===== src/rtl/pulse_stretcher.sv =====
// Stretches a single-cycle trig strobe into a HOLD_CYCLES-wide level on z, then enforces a GAP_CYCLES
// dead time. Define BEEP_MOD_EN to modulate z with a square wave of half-period BEEP_HALF during hold.
module pulse_stretcher #(
  parameter int unsigned HOLD_CYCLES = 16,
  parameter int unsigned GAP_CYCLES  = 4,
  parameter int unsigned BEEP_HALF   = 2
) (
  input  logic clk,
  input  logic rst,
  input  logic trig,
  input  logic stop,
  output logic z,
  output logic busy,
  output logic done
);

  localparam int unsigned CntMax0 = (HOLD_CYCLES > GAP_CYCLES) ? HOLD_CYCLES : GAP_CYCLES;
  localparam int unsigned CntMax  = (CntMax0 > 2) ? CntMax0 : 2;
  localparam int unsigned CntW    = $clog2(CntMax);

  localparam logic [CntW-1:0] HoldLoad = CntW'(HOLD_CYCLES - 1);
  localparam logic [CntW-1:0] GapLoad  = CntW'((GAP_CYCLES > 0) ? GAP_CYCLES - 1 : 0);

  typedef enum logic [1:0] {
    StIdle = 2'b00,
    StHold = 2'b01,
    StGap  = 2'b10
  } state_e;

  state_e          state_q, state_d;
  logic [CntW-1:0] cnt_q, cnt_d;
  logic            done_q, done_d;
  logic            hold_end;

  always_comb begin
    state_d  = state_q;
    cnt_d    = cnt_q;
    done_d   = 1'b0;
    hold_end = 1'b0;
    case (state_q)
      StIdle: begin
        // stop beats a simultaneous trig
        if (trig && !stop) begin
          state_d = StHold;
          cnt_d   = HoldLoad;
        end
      end
      StHold: begin
        if (stop) begin
          hold_end = 1'b1;
        end else if (cnt_q == '0) begin
          hold_end = 1'b1;
          done_d   = 1'b1;
        end else begin
          cnt_d = cnt_q - CntW'(1);
        end
        if (hold_end) begin
          if (GAP_CYCLES == 0) begin
            state_d = StIdle;
            cnt_d   = '0;
          end else begin
            state_d = StGap;
            cnt_d   = GapLoad;
          end
        end
      end
      StGap: begin
        if (cnt_q == '0) begin
          state_d = StIdle;
        end else begin
          cnt_d = cnt_q - CntW'(1);
        end
      end
      default: begin
        state_d = StIdle;
        cnt_d   = '0;
      end
    endcase
  end

  always_ff @(posedge clk or posedge rst) begin
    if (rst) begin
      state_q <= StIdle;
      cnt_q   <= '0;
      done_q  <= 1'b0;
    end else begin
      state_q <= state_d;
      cnt_q   <= cnt_d;
      done_q  <= done_d;
    end
  end

  assign busy = (state_q != StIdle);
  assign done = done_q;

`ifdef BEEP_MOD_EN
  localparam int unsigned BeepMax = (BEEP_HALF > 2) ? BEEP_HALF : 2;
  localparam int unsigned BeepW   = $clog2(BeepMax);
  localparam logic [BeepW-1:0] BeepLoad = BeepW'(BEEP_HALF - 1);

  logic             phase_q, phase_d;
  logic [BeepW-1:0] bcnt_q, bcnt_d;
  logic             hold_entry;

  assign hold_entry = (state_q == StIdle) && trig && !stop;

  always_comb begin
    phase_d = phase_q;
    bcnt_d  = bcnt_q;
    if (hold_entry) begin
      phase_d = 1'b1;
      bcnt_d  = BeepLoad;
    end else if (state_q == StHold) begin
      if (bcnt_q == '0) begin
        phase_d = ~phase_q;
        bcnt_d  = BeepLoad;
      end else begin
        bcnt_d = bcnt_q - BeepW'(1);
      end
    end
  end

  always_ff @(posedge clk or posedge rst) begin
    if (rst) begin
      phase_q <= 1'b0;
      bcnt_q  <= '0;
    end else begin
      phase_q <= phase_d;
      bcnt_q  <= bcnt_d;
    end
  end

  assign z = (state_q == StHold) & phase_q;
`else
  assign z = (state_q == StHold);
`endif

endmodule


===== config.mk =====
export PLATFORM = sky130hd
export DESIGN_NAME = pulse_stretcher
export DESIGN_NICKNAME = d
export VERILOG_FILES = /design/src/rtl/pulse_stretcher.sv
export SDC_FILE = /design/constraint.sdc
export NUM_CORES = 1
export LEC_CHECK = 0
export ABC_CLOCK_PERIOD_IN_PS = 2740
export BUFFER_PORTS_ARGS = -buffer_cell sky130_fd_sc_hd__buf_2
export CORE_AREA = 2 2 39 41
export DETAILED_ROUTE_END_ITERATION = 16
export DIE_AREA = 0 0 41 43
export PLACE_DENSITY_LB_ADDON = 0.3
export RECOVER_POWER = 25
export SLEW_MARGIN = 15
export SYNTH_ARGS = -nofsm -noshare
export SYNTH_HDL_FRONTEND = slang
export SYNTH_SLANG_ARGS = --single-unit

===== constraint.sdc =====
create_clock -name clk -period 2.74 [get_ports clk]
set_clock_uncertainty 0.05 [all_clocks]
set_input_delay 0.274 -clock clk [delete_from_list [all_inputs] [get_ports clk]]
set_output_delay 0.274 -clock clk [all_outputs]
set_load 0.005 [all_outputs]

# Yosys cells after proc, flatten, opt, wreduce, memory -nomap -nowiden
# Cells that the tools add are included.
dict set report classes {
  order_cmp 0
  n_reduce_logical 7
  n_bitwise 0
  n_mul 0
  addsub 1
  n_shift 0
  n_div 0
  mux 14
  n_eq_ne 6
}
# operator n
set ops {}
lappend ops {{4-bit 2-to-1 mux} 4}
lappend ops {{4-bit one-hot mux with 3 select lines} 1}
lappend ops {{2-bit 2-to-1 mux} 3}
lappend ops {{2-bit one-hot mux with 3 select lines} 1}
lappend ops {{1-bit 2-to-1 mux} 5}
lappend ops {{4-bit logical NOT} 1}
lappend ops {{2-bit inequality test (second input constant)} 2}
lappend ops {{4-bit by 1-bit subtractor with 4-bit output (second input constant)} 1}
lappend ops {{3-bit by 2-bit inequality test with 1-bit output (second input constant)} 1}
lappend ops {{3-bit AND reduction} 1}
lappend ops {{2-bit by 1-bit equality test with 1-bit output (second input constant)} 1}
lappend ops {{2-bit equality test (second input constant)} 1}
lappend ops {{2-bit logical NOT} 1}
lappend ops {{2-bit by 1-bit inequality test with 1-bit output (second input constant)} 1}
lappend ops {{2-bit AND reduction} 1}
lappend ops {{2-bit nonzero test} 1}
lappend ops {{1-bit logical AND} 1}
lappend ops {{1-bit logical NOT} 1}
dict set report totals {
  out_inout_bits 3
  romBits 0
  ramBits 0
  reg_bits 7
  latch_bits 0
  n_memories 0
  word_cells 31
}

# Depth between registers and ports, before layout
# Gate-level depths: netlist of the first run.
dict set report logic_depth {
  depth_word 6
  mapped_depth 6
}

# Worst setup path after synthesis of the first run
# OpenSTA, ideal clock, no wires.
dict set report synth_path {
  path_type {register -> register}
  start {register cnt_q[0]}
  end {register cnt_q[0]}
  t_required_ns 2.608
  path_slack_ns 1.224
  n_path_buf 0
  path_stages_with_launch 7
  arrival_time_ns 1.384
  cell_sequence {dfrtp_1 -> inv_1 -> ha_1 -> or3b_4 -> a21oi_2 -> o22ai_1 -> a31oi_1}
}
dict set report synth_via {
  elab_chain_len 6
  word_cells_on_any_way 11
  classes_between {1 x add/sub; 1 x eq/ne; 7 x mux; 2 x reduce/logical}
}
# element line
set synth_lines {}
lappend synth_lines {{start, declared} 31} ;# logic [CntW-1:0] cnt_q, cnt_d;
lappend synth_lines {{start signal, assigned} 88} ;# cnt_q <= cnt_d;
lappend synth_lines {{branches (longest 6 deep; another with 4-bit by 1-bit subtractor with 4-bit output)} --}
# Parallel ways; which one is timed is not known. The select of a mux whose other input is x is not followed.
# A chain may end at the register's enable or synchronous reset.

# Worst setup path in the final report of the first run
dict set report layout_path {
  start {register cnt_q[0]}
  end {register state_q[1]}
}
dict set report layout_via {
  elab_chain_len 6
  word_cells_on_any_way 7
  classes_between {2 x eq/ne; 3 x mux; 2 x reduce/logical}
}
# element line
set layout_lines {}
lappend layout_lines {{4-bit logical NOT *} {51, 68}}
lappend layout_lines {{1-bit 2-to-1 mux} 51} ;# end else if (cnt_q == '0) begin
lappend layout_lines {{1-bit 2-to-1 mux} 49} ;# if (stop) begin
lappend layout_lines {{1-bit 2-to-1 mux} 40} ;# case (state_q)
lappend layout_lines {{2-bit by 1-bit inequality test with 1-bit output (no source line)} --}
lappend layout_lines {{3-bit AND reduction (no source line) *} --}
lappend layout_lines {{end signal, assigned} 83} ;# state_q <= StIdle;
lappend layout_lines {{end signal, assigned} 87} ;# state_q <= state_d;
lappend layout_lines {{end, declared} 30} ;# state_e state_q, state_d;
# Every way passes the cells marked *; elsewhere a longest branch is shown, timed or not. The select of a mux whose other input is x is not followed.

==> results of run 1 <==
==> cell usage after synthesis <==
cell type	instances
nand2b_1	1
o22a_1	1
a22oi_1	1
or3b_4	1
a21oi_2	1
nor3b_1	1
a2bb2oi_1	1
mux2i_1	1
ha_1	1
a21oi_1	2
nor3_1	2
dfrtp_1	7
or2_2	1
o21a_1	2
inv_1	5
buf_2	1
clkbuf_1	1
and3b_2	1
o21ai_0	2
a2111oi_0	1
nand2_1	1
o31ai_1	1
o22ai_1	3
nor2b_1	3
nor2_1	4
a31oi_1	1
==> critical path: stages (launching register included) <==
cell and delay, ps:
dfrtp_1 430, inv_1 80, ha_1 210, or3b_4 430, a21oi_1 230, nand2_1 80, o31ai_1 80
==> metrics by stage <==
step / worst slack [ps] / total power [W]
finish: 1050 / 0.000514
detailed placement: 1080 / 0.000419
global route: 959 / 0.000562
floorplan: 1220 / 0.000367
CTS: 1060 / 0.000519
global placement: 1100 / 0.000413
==> cell type report <==
cell class	instances	area (um^2)	area share
clock buffer	4	26.3	0.0524
sequential	7	175	0.349
inverter	5	18.8	0.0374
tap	16	20.0	0.0399
timing repair buffer	7	40.0	0.0798
multi-input combinational	33	221	0.441
==> flip-flops by register name, indices dropped and copies added, names as in the netlist <==
name	flops
state_q	2
done	1
cnt_q	4
==> routing by layer <==
metal | vias to the layer above | part of all wire | GRT usage
met4 | 0 | 0.024 | 0.100
li1 | 185 | - | -
met3 | 2 | 0.052 | 0.0471
met1 | 182 | 0.46 | 0.173
met2 | 12 | 0.46 | 0.184
met5 | - | 0 | 0
==> cell usage in the layout (no fill, tap or decap), types with 2 or more instances in the layout <==
cell      count
clkbuf_4      3
a21oi_1       2
dfrtp_1       7
nor3_1        2
nor2b_1       3
o21a_1        2
o21ai_0       2
inv_1         5
nor2_1        4
buf_2         6
o22ai_1       3
==> power by group <==
group          switching, W  internal, W
Clock             0.0000390    0.0000556
Sequential        0.0000713     0.000144
Combinational     0.0000932     0.000111
Total              0.000203     0.000311
==> final timing paths <==
path | cells past startpoint | from | to
max in group asynchronous | 3 | rst | state_q[0]$_DFFE_PP0P_
hold reg to reg | 1 | cnt_q[1]$_DFFE_PP0P_ | cnt_q[1]$_DFFE_PP0P_
min in group asynchronous | 3 | rst | cnt_q[2]$_DFFE_PP0P_
hold / removal | 2 | stop | state_q[0]$_DFFE_PP0P_
setup reg to reg | 6 | cnt_q[0]$_DFFE_PP0P_ | state_q[1]$_DFFE_PP0P_
setup / recovery | 6 | cnt_q[0]$_DFFE_PP0P_ | state_q[1]$_DFFE_PP0P_
==> timing repair <==
| item | CTS | global route |
|---|---|---|
| resized for setup | 0 | 0 |
| setup endpoints to repair | 0 | 0 |
| hold buffers | 1 | 0 |
| endpoints found under the hold margin | 7 | 0 |
==> logic make-up (layout without fill, tap and decap cells) <==
| logic type | count (synthesis) | after routing | synth area share |
|---|---|---|---|
| and+or+nand+nor | 15 | 15 | 0.209 |
| DFF | 7 | 7 | 0.413 |
| muxes | 1 | 1 | 0.0236 |
| buffers and inverters | 7 | 16 | 0.0649 |
| adders and majority gates | 1 | 1 | 0.0295 |
| AOI/OAI and AO/OA | 16 | 16 | 0.260 |
==> flow_summary_export.csv, run 1 <==
group,metric,value,unit
timing,period_share,0.615,
die,die-area,0.00176,mm^2
logic_synthesis,synth_cell_types,26,
placement,hpwl,652,um
pwr,leakagePower,0.226,nW
finish,syn2layout_area_growth,18.3,%
logic_synthesis,synthDominantCellAreaShare,0.413,
worst_setup_path,critPathLaunchType,"flip-flop",
clocking,post_cts_buffers,0,
placement,portBuffers,6,
clocking,worstSkewPairLatency,250,ps
worst_setup_path,critPathKind,"flip-flop to flip-flop",
logic_synthesis,synth_area_leaders,"dfrtp_1 41%, inv_1 4.4%, nor2b_1 4.4%",
finish,stdcell_count,72,
finish,drive_gt1_frac,0.232,
timing,rsz0062_at_grt,"no",
finish,antennaDiodeCount,0,
pwr,powerDensity,1020,mW/mm^2
die,dieWidth,41,um
route,drc,0,
hold_path,holdCritPathClass,"input port to flip-flop",
clocking,htree_levels,1,
worst_setup_path,cp_max_fo,5,
route,first_iter_violations,2,
logic_synthesis,ys_ff_latch,7,
finish,final_cell_area,502,um^2
timing,slew_headroom,0.728,
logic_synthesis,syn_inst,47,
global_route,overflow,0,
route,vias,381,
clocking,cts_made_buffers,3,
global_route,grt_pass1_wl,1570,um
die,coreArea,0.00138,mm^2
die,die_h,43,um
pwr,vdd_drop_max,282,uV
logic_synthesis,yosys_warnings,0,
die,num_rows,14,
worst_setup_path,worstSetupEndpointType,"flip-flop",
placement,placement.cell_area,465,um^2
logic_synthesis,yosys.area.top_type,"dfrtp_1",
worst_setup_path,rrSetupSlack,1050,ps
timing,fin_crit,1690,ps
timing,fin_hold_ws,201,ps
finish,fill_cells,145,
route,drt_wl_total,919,um
placement,gp_congestion,0.710,
clocking,cts_buffer_depth,2,
global_route,antenna_found_initial,0,
logic_synthesis,avgSynthCellArea,9.02,um^2
die,initial_core_util,0.307,
logic_synthesis,yosysSeqAreaShare,0.413,
route,wl_per_cell,12.8,um
clocking,cts_sinks,7,
die,ioPinCount,7,
finish,nets,62,
placement,placed_cells,67,
logic_synthesis,mappedNetlistArea,424,um^2
global_route,grt_usage,0.137,
clocking,cts.clk_slew.worst_paths,50,ps
status,outcome,"finished clean",
clocking,cts-root-buf,"clkbuf_4",
timing,timing.setup.tns,0,ps
job,cap_violations,0,
route,vias_per_cell,5.29,
route,drt_first_pass_iters,4,
global_route,grt_max_degree,15,
timing,max_slew.worst_pin.slew,408,ps
timing,clock.fmax,593,MHz
route,ant_nets,0,
timing,finalSetupViolations,0,
timing,finalHoldViolCount,0,
timing,finalMaxSlewViolations,0,
worst_setup_path,critPathArrivalTime,1790,ps
finish,post-route-util,0.363,
clocking,cts_tree,"done",
global_route,grt_pass1_vias,355,
worst_setup_path,worstPathRequired,2850,ps
logic_synthesis,synth.net_count,52,
Note: power is estimated with default switching activity, not from simulation.
==> run 2: changes to the inputs <==
ABC_CLOCK_PERIOD_IN_PS = 1500   (was 2740)
clock period = 1.5 ns   (was 2.74 ns; I/O delays follow)
==> run 2 against run 1 <==
- the flow now finishes with violations (setup timing)
- core utilization up 6.7 points
- critical path depth did not move
- global-route usage increased by 0.40 points
- count of clock-buffer cells in the layout stayed put
- clock power grew 85%
- routed wire length grew 4.9%
- critical path type unchanged
- largest power group is now combinational logic
- highest routed layer unchanged
==> flow_summary_export.csv, run 2 (same netlist as run 1, synthesis figures left out) <==
group,metric,value,unit
global_route,grt_usage,0.141,
timing,max_slew.worst_pin.slew,293,ps
die,num_rows,14,
die,dieWidth,41,um
global_route,overflow,0,
finish,layout_common_cells,"7 x dfrtp_1, 6 x buf_2, 6 x buf_4",
finish,nets,69,
global_route,busiest_layer,"met2",
finish,syn2layout_area_growth,40.1,%
worst_setup_path,crit_buf_inv,1,
worst_setup_path,worstPathRequired,1630,ps
route,drc,0,
clocking,post_cts_buffers,0,
finish,antennaDiodeCount,0,
worst_setup_path,critPathArrivalTime,1640,ps
worst_setup_path,r2r-start,"cnt_q[0]$_DFFE_PP0P_",
die,coreArea,0.00138,mm^2
worst_setup_path,critPathKind,"flip-flop to flip-flop",
die,initial_core_util,0.307,
die,ioPinCount,7,
worst_setup_path,cp_max_fo,4,
clocking,cts_made_buffers,3,
placement,hpwl,668,um
die,die-area,0.00176,mm^2
die,die_h,43,um
pwr,vdd_drop_max,906,uV
worst_setup_path,rr_endpoint,"cnt_q[0]$_DFFE_PP0P_",
timing,setup_slack,-10.1,ps
clocking,cts.clk_slew.worst_paths,50,ps
worst_setup_path,path_cells,"inv_2 > ha_4 > or3b_4 > a21oi_2 > o22ai_1 > a31oi_1",
status,outcome,"complete, but fails checks",
worst_setup_path,critPathLaunchType,"flip-flop",
clocking,cts_sinks,7,
timing,finalHoldViolCount,0,
worst_setup_path,cp_slowest_stage_delay,410,ps
route,drt_wl_total,964,um
global_route,antenna_found_initial,0,
timing,finalSetupViolations,1,
timing,fin_crit,1510,ps
clocking,htree_levels,1,
timing,rsz0062_at_grt,"yes",
global_route,grt_max_degree,14,
clocking,cts_tree,"done",
placement,gp_congestion,0.795,
global_route,use_met1,0.163,
worst_setup_path,r2r_cells,6,
finish,drive_gt1_frac,0.444,
clocking,cts_buffer_depth,2,
route,vias,401,
hold_path,hold_depth,2,
route,vias_per_cell,5.08,
placement,portBuffers,6,
timing,finalMaxSlewViolations,0,
worst_setup_path,slowest_stage,"or3b_4",
status,violations,"setup timing",
finish,largest_reg_flops,4,
hold_path,min_from,"stop",
timing,slew_headroom,0.805,
worst_setup_path,crit_family,"simple AND/OR/NAND/NOR gates",
pwr,leakagePower,0.259,nW
global_route,grt_pass1_vias,366,
global_route,grt_util_met2,0.197,
pwr,p_total,0.00112,W
finish,mostFrequentLayoutCell,"dfrtp_1",
timing,clock.fmax,662,MHz
timing,timing.setup.tns,-10.1,ps
global_route,grt_use_met3,0.0942,
hold_path,hold_end,"state_q[0]$_DFFE_PP0P_",
clocking,cts-root-buf,"clkbuf_4",
hold_path,holdCritPathClass,"input port to flip-flop",
job,cap_violations,0,
pwr,powerDensity,1890,mW/mm^2
worst_setup_path,worstSetupEndpointType,"flip-flop",
route,drt_first_pass_iters,2,
global_route,grt_pass1_wl,1600,um
timing,period_share,1.01,
finish,regMostFlops,"cnt_q",
clocking,worstSkewPairLatency,260,ps
worst_setup_path,rrSetupSlack,-10,ps
route,ant_nets,0,
route,first_iter_violations,2,
route,wl_per_cell,12.2,um
## run 2: layout make-up
class / count / area (um^2)
clock buffer: 4 / 26.3
inverter: 5 / 18.8
tap: 16 / 20.0
fill: 138 / 790
multi-input combinational: 33 / 258
sequential: 7 / 175
timing repair buffer: 14 / 96.3
## run 2: repair_timing
action	in CTS	in global routing
gates resized for setup	0	10
pin swaps	0	3
hold endpoints to repair	7	0
setup endpoints to repair	2	6
hold buffers	1	0
## run 2: stage by stage
stage	hold slack, ps	setup slack, ps	instance area (um^2)	std cells	utilization
after global routing	74.9	-74.5	594	79	0.429
after floorplan	-96.6	11.1	427	47	-
after global placement	52.6	31.3	520	74	0.376
after CTS	59.5	-18.3	557	79	0.402
after detailed placement	55.0	0.196	520	74	0.376
final	62.0	-10.1	594	79	0.429
## run 2: routing by layer
metal / routed length [um] / share of wire
met5: 0 / 0
met4: 14 / 0.015
met3: 36 / 0.037
met2: 473 / 0.49
met1: 439 / 0.46
## run 2: power by group
group	leakage (nW)	internal [W]	switching, W	total, W
registers	0.0835	0.000264	0.0000732	0.000337
clock network	0.0150	0.000102	0.0000735	0.000175
logic	0.161	0.000323	0.000289	0.000612
total	0.259	0.000689	0.000436	0.00112
## run 2: how the worst max path moves through the flow
stage                          from                     end  cells after the start
6_report       cnt_q[0]$_DFFE_PP0P_    cnt_q[0]$_DFFE_PP0P_                      6
3_3_place_gp   cnt_q[0]$_DFFE_PP0P_    cnt_q[3]$_DFFE_PP0P_                      5
5_1_grt        cnt_q[0]$_DFFE_PP0P_    cnt_q[0]$_DFFE_PP0P_                      6
3_5_place_dp   cnt_q[0]$_DFFE_PP0P_  state_q[1]$_DFFE_PP0P_                      6
2_1_floorplan  cnt_q[0]$_DFFE_PP0P_  state_q[1]$_DFFE_PP0P_                      6
4_1_cts        cnt_q[0]$_DFFE_PP0P_  state_q[1]$_DFFE_PP0P_                      6
==> run 3: changes to the inputs <==
SKIP_LAST_GASP = 1   (was not set)
==> run 3 against run 2 <==
- the flow still finishes with violations (setup timing)
- power down 1.8%
- count of clock-buffer cells in the layout stayed put
- first-iteration DRC count stayed put
- sequential share of layout area grew 0.50 points
- sequential power down 1%
- via count up 0.25%
- final area decreased by 1.7%
- routed wire length is the same
- clock power barely moved
- core utilization shrank 0.72 points
- combinational power is 2% lower
- worst hold slack got worse by 2.6 ps
- critical path type unchanged
- largest cell class unchanged
- largest power group unchanged
==> flow_summary_export.csv, run 3 (same netlist as run 1, synthesis figures left out) <==
group,metric,value,unit
status,outcome,"complete, but fails checks",
status,violations,"setup timing",
timing,finalMaxSlewViolations,0,
pwr,vdd_drop_max,900,uV
die,die_h,43,um
die,die-area,0.00176,mm^2
timing,period_share,1.02,
route,drc,0,
finish,drive_gt1_frac,0.397,
worst_setup_path,cp_max_fo,4,
finish,syn2layout_area_growth,37.8,%
worst_setup_path,critPathKind,"flip-flop to flip-flop",
worst_setup_path,slowest_stage,"or3b_4",
clocking,cts_made_buffers,3,
die,dieWidth,41,um
clocking,htree_levels,1,
hold_path,holdCritPathClass,"input port to flip-flop",
finish,antennaDiodeCount,0,
clocking,cts_tree,"done",
die,coreArea,0.00138,mm^2
finish,mostFrequentLayoutCell,"dfrtp_1",
timing,rsz0062_at_grt,"yes",
pwr,powerDensity,1890,mW/mm^2
global_route,grt_max_degree,14,
finish,nets,69,
route,drt_wl_total,964,um
route,dr.max_layer_used,"met4",
placement,gp_congestion,0.795,
die,num_rows,14,
pwr,p_total,0.00110,W
timing,finalHoldViolCount,0,
timing,clock.fmax,653,MHz
clocking,cts_buffer_depth,2,
route,drt_first_pass_iters,2,
route,dr_wl_met3,36,um
placement,dp_slack,0.196,ps
finish,layout_common_cells,"7 x dfrtp_1, 6 x buf_2, 6 x buf_4",
worst_setup_path,cp_slowest_stage_delay,410,ps
worst_setup_path,worstSetupEndpointType,"flip-flop",
timing,max_slew.worst_pin.slew,329,ps
clocking,worstSkewPairLatency,260,ps
finish,largest_reg_flops,4,
placement,portBuffers,6,
route,ant_nets,0,
global_route,grt_pass1_wl,1600,um
finish,fill_cells,142,
timing,finalSetupViolations,1,
finish,regMostFlops,"cnt_q",
worst_setup_path,path_cells,"inv_1 > ha_4 > or3b_4 > a21oi_2 > o22ai_1 > a31oi_1",
job,cap_violations,0,
worst_setup_path,worstPathRequired,1630,ps
clocking,cts.clk_slew.worst_paths,50,ps
route,first_iter_violations,2,
route,wl_per_cell,12.2,um
global_route,antenna_found_initial,0,
die,ioPinCount,7,
clocking,cts_sinks,7,
route,vias_per_cell,5.09,
finish,post-route-util,0.422,
clocking,post_cts_buffers,0,
route,vias,402,
worst_setup_path,critPathLaunchType,"flip-flop",
die,initial_core_util,0.307,
placement,hpwl,668,um
pwr,leakagePower,0.259,nW
global_route,overflow,0,
clocking,cts-root-buf,"clkbuf_4",
worst_setup_path,crit_family,"simple AND/OR/NAND/NOR gates",
global_route,grt_usage,0.141,
global_route,grt_pass1_vias,366,
timing,setup_slack,-31.4,ps
route,route.met2.wl,483,um
timing,slew_headroom,0.780,
timing,fin_crit,1530,ps
worst_setup_path,crit_buf_inv,1,
route,wl_met1,430,um
worst_setup_path,critPathArrivalTime,1660,ps
==> run 3: changes by cell type in the layout (fill, tap and decap cells not counted) <==
cell / change
nor3_1: +1
inv_2: -1
nor3_2: -1
a2111oi_1: +1
inv_1: +1
a2111oi_2: -1
==> run 3: worst reg2reg max path, stage by stage (launching register included) <==
cell and delay, ps:
dfrtp_1 380, inv_1 90, ha_4 150, or3b_4 410
a21oi_2 150, o22ai_1 100, a31oi_1 130
==> run 3: path summary, 6_finish.rpt <==
kind,from,end,slack [ps],cells past startpoint
setup / recovery,cnt_q[0]$_DFFE_PP0P_,cnt_q[0]$_DFFE_PP0P_,-30,6
hold / removal,stop,state_q[0]$_DFFE_PP0P_,60,2
setup reg to reg,cnt_q[0]$_DFFE_PP0P_,cnt_q[0]$_DFFE_PP0P_,-30,6
hold reg to reg,cnt_q[0]$_DFFE_PP0P_,cnt_q[0]$_DFFE_PP0P_,550,2
max in group asynchronous,rst,cnt_q[2]$_DFFE_PP0P_,850,3
min in group asynchronous,rst,done$_DFF_PP0_,320,3
==> run 3: where the power goes <==
group	internal, W	switching (W)
Combinational	0.000319	0.000279
Clock	0.000102	0.0000733
Sequential	0.000264	0.0000686
Total	0.000684	0.000421
==> run 3: cell type report <==
type	instances	area [um^2]	share of cell area
multi-input cells	33	248	0.424
well taps	16	20.0	0.0343
clock buffers	4	26.3	0.0450
flip-flops and latches	7	175	0.300
inverters	5	18.8	0.0321
repair buffers	14	96.3	0.165
==> run 3: per-stage QoR <==
step	instances	cell area, um^2	hold slack [ps]	TNS, ps
after floorplan	47	427	-96.6	0
after global placement	74	520	52.6	0
after detailed placement	74	520	55.0	0
after CTS	79	557	59.5	-28.4
after global routing	79	584	74.4	-264
final	79	584	59.4	-31.4
==> run 3: routing by layer <==
metal  GRT usage  vias to the layer above
met5           0                        -
met4      0.0600                        0
met3      0.0942                        2
met2       0.197                        6
met1       0.163                      194
li1            -                      200
==> run 3: what timing repair did <==
item / CTS / global route
hold buffers: 1 / 0
gates resized for setup: 0 / 7
endpoints found under the hold margin: 7 / 0
pin swaps: 0 / 3
endpoints found under the setup margin: 2 / 6
